File: config.mk
export PLATFORM = sky130hd
export DESIGN_NAME = piso_serializer
export DESIGN_NICKNAME = d
export VERILOG_FILES = /design/src/rtl/piso_serializer.sv
export SDC_FILE = /design/constraint.sdc
export NUM_CORES = 1
export LEC_CHECK = 0
export BUFFER_PORTS_ARGS = -buffer_cell sky130_fd_sc_hd__buf_2
export CAP_MARGIN = 10
export CORE_AREA = 2 2 39 41
export CTS_CLUSTER_DIAMETER = 200
export DETAILED_ROUTE_END_ITERATION = 10
export DIE_AREA = 0 0 41 43
export PLACE_DENSITY = 0.68
export SLEW_MARGIN = 20
export SYNTH_ARGS = -nofsm -noshare
export SYNTH_HDL_FRONTEND = slang
export SYNTH_SLANG_ARGS = --single-unit
File: constraint.sdc
create_clock -name clk -period 1.55 [get_ports clk]
set_input_delay 0.2325 -clock clk [delete_from_list [all_inputs] [get_ports clk]]
set_output_delay 0.2325 -clock clk [all_outputs]
set_load 0.02 [all_outputs]
File: src/rtl/piso_serializer.sv
// Parallel-in / serial-out serializer with a valid/ready load port.
// A new word can be accepted while the previous frame's last bit is on Dout, so frames stream with no gap.
module piso_serializer #(
  parameter int   WIDTH     = 4,
  parameter bit   LSB_FIRST = 1'b1,
  parameter logic IDLE_BIT  = 1'b0
) (
  input  logic             clk,
  input  logic             clr,
  input  logic             din_valid,
  input  logic [WIDTH-1:0] din,
  output logic             din_ready,
  output logic             Dout,
  output logic             dout_valid,
  output logic             busy,
  output logic             done
);

  localparam int CW = $clog2(WIDTH) + 1;

  typedef enum logic {
    S_IDLE  = 1'b0,
    S_SHIFT = 1'b1
  } state_t;

  state_t           r_state, w_state_nxt;
  logic [WIDTH-1:0] r_shift, w_shift_nxt;
  logic [CW-1:0]    r_cnt, w_cnt_nxt;
  logic             r_dout, w_dout_nxt;
  logic             r_valid, w_valid_nxt;
  logic             r_done, w_done_nxt;
  logic             w_last;
  logic             w_ready;
  logic             w_xfer;
  logic             w_first_bit;
  logic [WIDTH-1:0] w_load;

  // r_cnt counts bits still to send after the one currently on Dout.
  assign w_last      = (r_state == S_SHIFT) && (r_cnt == '0);
  assign w_ready     = !clr && ((r_state == S_IDLE) || w_last);
  assign w_xfer      = w_ready && din_valid;
  assign w_first_bit = LSB_FIRST ? din[0] : din[WIDTH-1];
  assign w_load      = LSB_FIRST ? (din >> 1) : (din << 1);

  always_comb begin
    w_state_nxt = r_state;
    w_shift_nxt = r_shift;
    w_cnt_nxt   = r_cnt;
    w_dout_nxt  = r_dout;
    w_valid_nxt = r_valid;
    w_done_nxt  = r_done;
    if (w_xfer) begin
      w_state_nxt = S_SHIFT;
      w_shift_nxt = w_load;
      w_cnt_nxt   = CW'(WIDTH - 1);
      w_dout_nxt  = w_first_bit;
      w_valid_nxt = 1'b1;
      w_done_nxt  = 1'b0;
    end else if (w_last) begin
      w_state_nxt = S_IDLE;
      w_shift_nxt = '0;
      w_cnt_nxt   = '0;
      w_dout_nxt  = IDLE_BIT;
      w_valid_nxt = 1'b0;
      w_done_nxt  = 1'b0;
    end else if (r_state == S_SHIFT) begin
      w_dout_nxt  = LSB_FIRST ? r_shift[0] : r_shift[WIDTH-1];
      w_shift_nxt = LSB_FIRST ? (r_shift >> 1) : (r_shift << 1);
      w_cnt_nxt   = r_cnt - CW'(1);
      w_done_nxt  = (r_cnt == CW'(1));
    end
  end

  always_ff @(posedge clk) begin
    if (clr) begin
      r_state <= S_IDLE;
      r_shift <= '0;
      r_cnt   <= '0;
      r_dout  <= IDLE_BIT;
      r_valid <= 1'b0;
      r_done  <= 1'b0;
    end else begin
      r_state <= w_state_nxt;
      r_shift <= w_shift_nxt;
      r_cnt   <= w_cnt_nxt;
      r_dout  <= w_dout_nxt;
      r_valid <= w_valid_nxt;
      r_done  <= w_done_nxt;
    end
  end

  assign din_ready  = w_ready;
  assign Dout       = r_dout;
  assign dout_valid = r_valid;
  assign busy       = r_valid;
  assign done       = r_done;

endmodule

======== Word level (Yosys, flattened, before mapping) ========
Index checks and enable logic that the tools add are counted.
word-level totals
  register bits after elaboration ......... 9
  latch bits .............................. 0
  RAM bits ................................ 0
  ROM bits ................................ 0
  input port bits ......................... 7
  output and inout port bits .............. 5
  logic and storage cells ................. 29
  memories kept ........................... 0
cells by class
  add/sub/neg operators ................... 1
  multiply operators ...................... 0
  div/mod/pow operators ................... 0
  order comparisons ....................... 0
  eq/ne operators ......................... 1
  shifts and indexed selects .............. 0
  muxes and demuxes ....................... 11
  bitwise logic cells ..................... 1
  reductions and logical operators ........ 9
operator list
  operator                                          number
  two-way mux 3 bit                                 3
  two-way mux 2 bit                                 3
  two-way mux 1 bit                                 5
  == test 3 x 1 -> 1 bit, second input constant     1
  logical AND 1 bit                                 3
  zero test 3 bit                                   1
  nonzero test 3 bit                                1
  OR reduction 3 bit                                1
  subtractor 3 x 1 -> 3 bit, second input constant  1
  nonzero test 2 bit                                1
  zero test 1 bit                                   1
  logical OR 1 bit                                  1
  inverter 1 bit                                    1

======== Logic depth before layout (Yosys ltp) ========
Gate-level depths: netlist of run 1.
  depth after elaboration ................. 6
  mapped depth ............................ 6
  mapped depth without buffers ............ 5

======== Worst setup path before layout of run 1 ========
No wires, ideal clock.
  kind .................................... register to output
  from .................................... reg r_cnt[0]
  to ...................................... out din_ready
  arrival time ............................ 1,153 ps
  required time ........................... 1,317 ps
  slack ................................... 164 ps
  stages on the path, launching flop included .. 6
  buffers on the path ..................... 1
  cell sequence ........................... dfxtp_1 > inv_1 > ha_1 > nand2b_4 > buf_6 > a21oi_1
between the ends
  cells in the longest elaborated chain, start to end .. 4
RTL lines
  what                    line  source
  from (decl)             28    logic [CW-1:0] r_cnt, w_cnt_nxt;
  from (signal assigned)  85    r_cnt <= w_cnt_nxt;
  zero test 3 bit         39    assign w_last = (r_state == S_SHIFT) && (r_cnt == '0);
  logical AND 1 bit       39
  logical OR 1 bit        40    assign w_ready = !clr && ((r_state == S_IDLE) || w_last);
  logical AND 1 bit       40
  to (decl)               12    output logic din_ready,
Every way passes these cells.

======== Worst setup path in the final report of run 1 ========
  from .................................... reg r_cnt[1]
  to ...................................... out din_ready
The elaborated chain is that of the path after synthesis.

==> impl.org, run 1 <==
** Timing
- RSZ-0062 raised after global routing :: no
- Number of pins with negative max-slew slack in the final report :: 0
- Setup skew after layout :: about 0.0067 ns
- The final critical path takes up between 90 and 100% of the cycle.
- The final hold violation count was 0.
- Final total negative setup slack :: 0 ns
- The smallest clock period supported by the final layout is computed as roughly 1.5 ns.
- Setup violations remaining at the end of the flow were counted as 0.
- Timing would allow up to a little under 0.7 GHz.
- Worst slew pin tran :: roughly 0.37 ns
- Measured against its own limit, the worst slew margin works out to 75.4%.

** Routing
- Detailed-route wire length :: around 940 um
- The first routing iteration left 8 violations.
- First-pass detailed-route iteration total :: 4
- In the routed design, unresolved DRC markers number 0.
- Post-DR wirelength/cell :: 11.6 um
- Ratio of routed vias to standard cells :: 5.15
- The detailed router placed around 420 vias in this run.
- Once detail routing completed, the nets flagged for antenna violations numbered 0.

** Placement
- Half-perimeter wire length after placement :: 627 um
- The placed instances occupy a cell area of between 500 and 600 um^2.
- Placed Cells incl. Taps :: 76
- Global placement routability congestion :: between 0.6 and 0.7
- The count of buffers added on input and output ports is 11.

** Power
- Of the total power, the clock network draws between 30% and 40%.
- In this run, flip-flops and latches consume 46.9% of the power.
- Lkg Pwr :: about 0.25 nW
- Per report_power, the combinational group accounts for between 20% and 30% of the total.
- Dividing total power by cell area gives a power density of between 900 and 1000 nW/um^2.
- Total power for the finished layout comes to ~0.57 mW.
- Design internal power :: roughly 0.41 mW
- Power dissipated by switching net loads :: approximately 0.17 mW
- Worst IR Drop VDD :: between 0.4 and 0.5 mV
- In this run switching power makes up between 20% and 30% of total power.

** Die
- Horizontal die dimension :: about 41 um
- In this run the count of I/O pins placed on the die edge is 12.
- The total area inside the core boundary comes to ~1400 um^2.
- Core Rows :: 14
- Vert. Die Dim :: approximately 43 um
- The initial utilization of the core area, before any placement, comes to between 30% and 40%.
- The die covers between 1500 and 2000 um^2.

** Synth
- In this run, synthesis produced a sequential element count of 9.
- Number of synthesis warnings :: 0
- Synthesized netlist net count :: 65
- Cell area after synthesis :: 497 um^2
- Synthesized netlist cell count :: 55
- A synthesized cell averages around 9.0 um^2.
- Summing the sequential cell areas from Yosys gives about 36% of the chip area.
- Distinct cells, synth :: 21

** Critical path
- In this run the worst setup path begins at r_cnt[1].
- Along the worst path, the maximum fanout reaches 3.
- Measured in cells, the most critical reg-to-reg path has a length of 6.
- Crit path DAT :: between 1 and 1.5 ns
- Crit path launch type :: register
- The startpoint identified for the worst register-to-register timing path is r_cnt[1].
- Critical path capture point type :: output port
- Terminus of the critical flop-to-flop path :: r_cnt[0]
- By startpoint and endpoint, the worst setup path is classified as register to output port.
- Data on the critical path is required at its endpoint by between 1 and 1.5 ns.
- Register-to-register setup slack :: around 0.16 ns

** Run
- Across the run, the number of max-cap violations was 0.

** Clocking
- Clock latency of the later-clocked register in the worst-skew pair :: 0.26 ns
- Buffers from clock root to sink, at most :: 2
- Clk sinks :: 9
- Clock tree synthesis selected as its root buffer the cell sky130_fd_sc_hd__clkbuf_4.
- Clock transition at the registers of the reported paths :: ~0.06 ns
- TritonCTS built the clock tree.
- Clock buffers created by TritonCTS :: 3
- CTS H-Tree Depth :: 1

** Global routing
- Number of global-route vias before repair :: 331
- The number of antenna violations at the first check in global routing is 0.
- Entering global routing, the biggest net connects 22 pins.
- The first global-routing pass estimated around 1400 um of wire.
- GRT Overall Usage :: between 10% and 20%
- Summed over all layers, the global routing overflow is 0.

** Finish
- Filler cell count :: 150
- Antenna diode count :: 0
- In the final layout, the share of cells above drive strength 1 is 38.5%.
- Final Instance Area :: 573 um^2
- Post-route insts no fill :: a little over 80
- For this run, the post-layout net count is 76.
- Area Growth Syn to Fin :: 15.4%

** Worst hold path
- The worst hold path belongs to the class input pin to register.
- Origin of the worst min-delay path :: clr
- For hold timing, the worst endpoint is done.
- Along the worst hold path, the cell count comes to 2.

** Run status
- Run status :: finished clean
-- layout by cell type, fill, tap and decap left out, drive strengths merged --
cell	synthesis	layout
a21o	6	6
inv	2	2
nand2	4	4
clkbuf	0	4
dfxtp	9	9
a21oi	6	6
nor3b	2	2
buf	6	12
mux2i	1	1
nand2b	1	1
ha	3	3
a32oi	4	4
a31oi	1	1
a211oi	2	2
nor3	2	2
or3b	1	1
nor2	5	5
-- cells by family after synthesis --
family | Yosys count | synth area share (%)
AOI/OAI and AO/OA | 19 | 28.7
and+or+nand+nor | 15 | 16.4
buffers and inverters | 8 | 9.07
adders and majority gates | 3 | 7.56
DFF | 9 | 36.3
muxes | 1 | 2.02
-- sequential cells by signal, summed over array words and instances, names as in the netlist --
register / cells
Dout: 1
r_cnt: 3
busy: 1
r_shift: 3
done: 1
-- power groups by stage --
| stage | clock network (mW) | registers [mW] | logic (mW) |
|---|---|---|---|
| after floorplan | 0 | 0.266 | 0.108 |
| after global placement | 0 | 0.271 | 0.117 |
| after detailed placement | 0 | 0.271 | 0.122 |
| after CTS | 0.182 | 0.267 | 0.128 |
| after global routing | 0.200 | 0.271 | 0.142 |
| final | 0.176 | 0.268 | 0.128 |
-- critical path: stages (launching register included) --
cell and delay, ns:
sky130_fd_sc_hd__dfxtp_1 0.31, sky130_fd_sc_hd__inv_1 0.11, sky130_fd_sc_hd__ha_2 0.23, sky130_fd_sc_hd__nand2b_4 0.06, sky130_fd_sc_hd__a21oi_1 0.12, sky130_fd_sc_hd__buf_2 0.17
-- metal layers --
metal	part of all wire [%]	track usage, %
met1	49	14.1
met2	45	16.9
met3	6.6	7.85
met4	0	4.00
met5	0	0
-- cell type report --
class	instances	area [um^2]	share of cell area, %
multi-input combinational	38	274	47.8
clock buffer	4	26.3	4.59
timing repair buffer	12	62.6	10.9
tap	16	20.0	3.49
sequential	9	183	31.9
inverter	2	7.51	1.31
-- cells in the mapped netlist --
| library cell | number | share of area, % |
|---|---|---|
| sky130_fd_sc_hd__nand2b_4 | 1 | 2.8 |
| sky130_fd_sc_hd__a21o_2 | 5 | 8.8 |
| sky130_fd_sc_hd__buf_4 | 1 | 1.5 |
| sky130_fd_sc_hd__a21oi_1 | 6 | 6.0 |
| sky130_fd_sc_hd__dfxtp_1 | 9 | 36 |
| sky130_fd_sc_hd__inv_1 | 2 | 1.5 |
| sky130_fd_sc_hd__nor3b_1 | 2 | 3.0 |
| sky130_fd_sc_hd__a32oi_1 | 4 | 7.1 |
| sky130_fd_sc_hd__or3b_1 | 1 | 1.8 |
| sky130_fd_sc_hd__nor3_1 | 2 | 2.0 |
| sky130_fd_sc_hd__buf_6 | 1 | 2.3 |
| sky130_fd_sc_hd__mux2i_1 | 1 | 2.0 |
| sky130_fd_sc_hd__buf_2 | 3 | 3.0 |
| sky130_fd_sc_hd__ha_1 | 3 | 7.6 |
| sky130_fd_sc_hd__nand2_1 | 4 | 3.0 |
| sky130_fd_sc_hd__a211oi_1 | 1 | 1.5 |
| sky130_fd_sc_hd__a211oi_2 | 1 | 2.5 |
| sky130_fd_sc_hd__a31oi_1 | 1 | 1.3 |
| sky130_fd_sc_hd__nor2_1 | 5 | 3.8 |
| sky130_fd_sc_hd__a21o_1 | 1 | 1.5 |
| sky130_fd_sc_hd__buf_1 | 1 | 0.75 |
-- worst max-delay path by stage --
stage,depth (start not counted),endpoint,slack [ns]
2_1_floorplan,5,din_ready,0.16
3_3_place_gp,5,din_ready,0.24
3_5_place_dp,5,r_cnt[0],0.19
4_1_cts,5,din_ready,0.03
5_1_grt,5,din_ready,0.01
6_report,5,din_ready,0.07
-- stage by stage --
stage                     utilization [%]  setup WS (ns)  hold WS [ns]
final                                41.4         0.0684         0.283
after global routing                 41.4         0.0107         0.284
after CTS                            41.1         0.0279         0.286
after detailed placement             38.6          0.192         0.527
after global placement               38.6          0.245         0.524
after floorplan                         -          0.164         0.410
-- timing repair --
action                                  4_1_cts  5_1_grt
endpoints found under the setup margin        1        1
resized for setup                             1        2
setup buffers                                 1        0
hold buffers                                  0        0
gates cloned                                  0        0
Power figures use the tool's default switching activity.
==> run 2: changes to the inputs <==
ABC_AREA = 1   (was default)
PLACE_DENSITY = 0.66   (was 0.68)
==> run 2 against run 1 <==
Synthesized cell count rose by 11%. Final area increased by 4.1%. Core utilization is 1.7 points higher. Largest power group unchanged.
==> impl.org, run 2 <==
** Routing
- Post-DR wirelength/cell :: 9.79 um (-15%)
- The overall via count from detail_route was 437 (+4.8%).
- The number of DRC violations after detailed-routing iteration 0 came to 1 (-7).
- Remaining antenna violation count :: 0 (unchanged)
- Ratio of routed vias to standard cells :: 4.65 (-9.7%)
- The number of remaining DRC errors is 0 (unchanged).
- First-pass detailed-route iteration total :: 3 (-1)
- The total routed wirelength came to 920 um (-1.9%).

** Finish
- Leaving out fill and tap cells, the most frequent cell in the layout is sky130_fd_sc_hd__nand2_1.
- Filler cell count :: 144 (-4.0%)
- The ratio of cells with drive above 1 in the final layout was 37.2% (-1.3 points).
- The largest registers in the layout are r_cnt (3), r_shift (3).
- Core occupancy in the finished layout :: 43.1% (+1.7 points)
- Compared with the post-synthesis result, the final layout area differs by 26.2%.
- The final antenna diode count was 0 (unchanged).
- Nets :: 89 (+17%)
- Top library cells by usage in the layout, fill and taps aside :: sky130_fd_sc_hd__nand2_1 (14), sky130_fd_sc_hd__buf_2 (10), sky130_fd_sc_hd__dfxtp_1 (8)
- The register cell area after layout is 181 um^2 (-0.68%).
- Area of the multi-input gates :: 241 um^2 (-12%)

** Critical path
- Total number of cells along the worst setup path :: 7 (+2)
- FF-to-FF path depth :: 8 (+2)
- Cell family with most CP delay :: flip-flops
- The data required time at the worst endpoint is 1.32 ns (about the same).
- The critical path data arrival time was 1.23 ns (-0.02 ns).
- The slowest stage of the critical path belongs to the cell sky130_fd_sc_hd__dfxtp_2.
- The delay of the slowest cell on the worst path is 0.32 ns (about the same).
- The number of buffer and inverter stages on the critical path was 3 (+1).
- Crit Path Max Fanout :: 5 (+2)
- The startpoint identified for the worst register-to-register timing path is r_cnt[0].
- STA classifies the critical path endpoint as an output port.
- Crit path launch type :: register
- Critical path start-end classification :: register to output port
- Terminus of the critical flop-to-flop path :: r_cnt[2]
- Critical Path, Cell by Cell :: inv_1 -> ha_2 -> nand2_2 -> nand2_4 -> inv_4 -> nor2_2 -> buf_4
- The reg-to-reg setup timing slack is 0.33 ns (+0.17 ns).
- Launching instance or port of the critical path :: r_cnt[0]
- The critical path ends at din_ready.

** Synth
- Synthesis-stage register bit count :: 9 (unchanged)
- In the synthesized netlist the dominant register cell turns out to be sky130_fd_sc_hd__dfxtp_1.
- The post-synthesis compound-gate area fraction was 11.6% (-17 points).
- Cell accounting for the most synthesized area :: sky130_fd_sc_hd__dfxtp_1
- Most common cell in the synthesized netlist :: sky130_fd_sc_hd__nand2_1
- The xor and xnor fraction of the mapped netlist area was 1.85% (+1.9 points).
- Distinct cells, synth :: 20 (-4.8%)
- Per-instance average area after synthesis :: 7.75 um^2 (-14%)
- After synthesis, the largest family of logic cells by area is simple AND/OR/NAND/NOR gates.
- Yosys attributes the largest share of cell area to sky130_fd_sc_hd__dfxtp_1 (38%), sky130_fd_sc_hd__nand2_1 (11%), sky130_fd_sc_hd__ha_1 (7.9%).
- Fraction of the mapped netlist area in adder cells :: 7.94% (+0.38 points)
- By count the netlist is led by sky130_fd_sc_hd__nand2_1 (14), sky130_fd_sc_hd__dfxtp_1 (9), sky130_fd_sc_hd__inv_1 (8).
- The fraction of registers with async set or reset after synthesis came to 0% (unchanged).
- Count of flip-flops with a built-in enable after synthesis :: 0 (unchanged)
- Yosys top cell area share :: 38.1% (+1.8 points)
- Simple-gate area share of the yosys netlist :: 28.6% (+12 points)
- Part of the Yosys area used for sequential elements :: 38.1% (+1.8 points)
- Mux contribution to synthesized area :: 0% (-2.0 points)
- The total standard cell area after synthesis came to 473 um^2 (-4.8%).
- Number of synthesis warnings :: 0 (unchanged)
- The count of mapped cells out of synthesis was 61 (+11%).
- The total nets after synthesis was 71 (+9.2%).

** Die
- The die height was 43 um (unchanged).
- Core Rows :: 14 (unchanged)
- The width of the chip was 41 um (unchanged).
- Area enclosed by the die boundary :: 1760 um^2 (unchanged)
- The starting density of the core is 34.2% (-1.7 points).
- The total I/O pin count came to 12 (unchanged).
- The standard cell core area is 1380 um^2 (unchanged).

** Global routing
- Met3 usage in global routing :: 6.28% (-1.6 points)
- The fraction of met2 tracks used by global routing was 17.2% (+0.31 points).
- The remaining global-route overflow is 0 (unchanged).
- The via count of the first global-routing pass is 372 (+12%).
- Met1 GRT Util :: 16.1% (+2.0 points)
- The pin count of the biggest net entering global routing was 12 (-45%).
- In this run the most used layer during global routing was met2.
- Antenna violations before repair :: 0 (unchanged)
- The global-route total usage across every layer was 13.3% (+1.3 points).
- The first-pass GRT wire length was 1520 um (+11%).

** Timing
- The post-route clock period utilization was 94.3% (-1.3 points).
- Worst-case headroom to the max-slew limit :: 87.0% (+12 points)
- The upper clock frequency limit came to 0.684 GHz (+1.4%).
- The final hold violation count was 0 (unchanged).
- The actual slew at the worst max-slew pin came to 0.195 ns (-0.174 ns).
- The post-layout minimum cycle time is 1.46 ns (-0.0206 ns).
- Number of pins with negative max-slew slack in the final report :: 0 (unchanged)
- Setup skew after layout :: 0.00171 ns (-0.00500 ns)
- Final-report setup violation count :: 0 (unchanged)
- Worst setup margin :: 0.0889 ns (+0.0206 ns)

** Clocking
- CTS H-Tree Depth :: 1 (unchanged)
- Clk sinks :: 9 (unchanged)
- TritonCTS clock tree :: yes
- The CTS buffer count came to 3 (unchanged).
- The tree is rooted in a sky130_fd_sc_hd__clkbuf_4.
- Clock transition at the registers of the reported paths :: 0.06 ns (about the same)
- The buffer levels on the longest clock path came to 2 (unchanged).
- Clock latency of the later-clocked register in the worst-skew pair :: 0.27 ns (about the same)
- Post-cts hold buffer count :: 0 (unchanged)

** Power
- Fraction of power consumed by sequential logic :: 44.1% (-2.8 points)
- The leakage power was 0.306 nW (+22%).
- Fraction of power spent switching nets :: 30.2% (+1.2 points)
- Portion of total power attributed to the clock network :: 32.4% (+1.7 points)
- Combinational cell fraction of total power :: 23.6% (+1.2 points)
- Worst IR Drop VDD :: 0.395 mV (-18%)
- The total net switching power was 0.176 mW (+5.8%).
- The power per cell area came to 976 nW/um^2 (-2.3%).
- Design internal power :: 0.406 mW (about the same)

** Placement
- Half-perimeter wire length after placement :: 652 um (+3.9%)
- Input/output buffers :: 11 (unchanged)
- Post-Place Worst Slack :: 0.209 ns (+0.0167 ns)
- The placer's final routability congestion estimate is 0.709 (+2.2%).

** Worst hold path
- The hold path depth is 2 (unchanged).
- In this run the worst hold path is classified as input pin to register.

** Run status
- The run finished with clean final reports.

** Run
- Maximum Capacitance Violations :: 0 (unchanged)
[run 2: cells by family after synthesis]
logic type	Yosys count
AOI/OAI and AO/OA	8
xor gates and xnor gates	1
adders and majority gates	3
buffers and inverters	12
DFF	9
and+or+nand+nor	28
[run 2: area by class of cell]
class | count | area share, %
repair buffers | 15 | 14.7
inverters | 10 | 6.71
multi-input cells | 40 | 40.5
clock buffers | 4 | 4.40
flip-flops and latches | 9 | 30.4
well taps | 16 | 3.35
[run 2: worst register-to-register path, cell delays in order, from the launching register on]
cell	delay [ns]
sky130_fd_sc_hd__dfxtp_2	0.32
sky130_fd_sc_hd__inv_1	0.07
sky130_fd_sc_hd__ha_2	0.17
sky130_fd_sc_hd__nand2_2	0.07
sky130_fd_sc_hd__nand2_4	0.08
sky130_fd_sc_hd__buf_4	0.14
sky130_fd_sc_hd__nand3_2	0.11
sky130_fd_sc_hd__o211ai_2	0.10
sky130_fd_sc_hd__nor2_1	0.06
[run 2: timing repair]
action                                  CTS  global route
pin swaps                                 2             1
setup buffers                             2             1
endpoints found under the setup margin    1             1
gates resized for setup                   4             2
gates cloned                              0             0
[run 2: worst min path at each step]
stage	start	end	slack, ns
6_report	clr	busy	0.21
3_3_place_gp	r_shift[2]	r_shift[2]	0.46
3_5_place_dp	r_shift[2]	r_shift[2]	0.47
4_1_cts	clr	busy	0.19
2_1_floorplan	clr	busy	0.30
5_1_grt	clr	busy	0.21
[run 2: stage by stage]
stage,hold slack [ns],setup TNS [ns],power [mW],area (um^2),cells
finish,0.208,0,0.583,597,94
global route,0.210,-0.0182,0.623,597,94
CTS,0.186,0,0.587,584,93
detailed placement,0.471,0,0.379,537,87
global placement,0.460,0,0.379,537,87
floorplan,0.302,0,0.350,473,61
[run 2: power by group through the flow]
stage               clock (mW)  sequential (mW)  combinational (mW)
floorplan                    0            0.268              0.0812
global placement             0            0.262               0.116
detailed placement           0            0.262               0.117
CTS                      0.198            0.257               0.132
global route             0.206            0.259               0.158
finish                   0.188            0.257               0.137
[run 2: per-layer routing]
metal / routed length [um] / vias up
li1: - / 229
met1: 401 / 188
met2: 417 / 15
met3: 70 / 5
met4: 31 / 0
met5: 0 / -
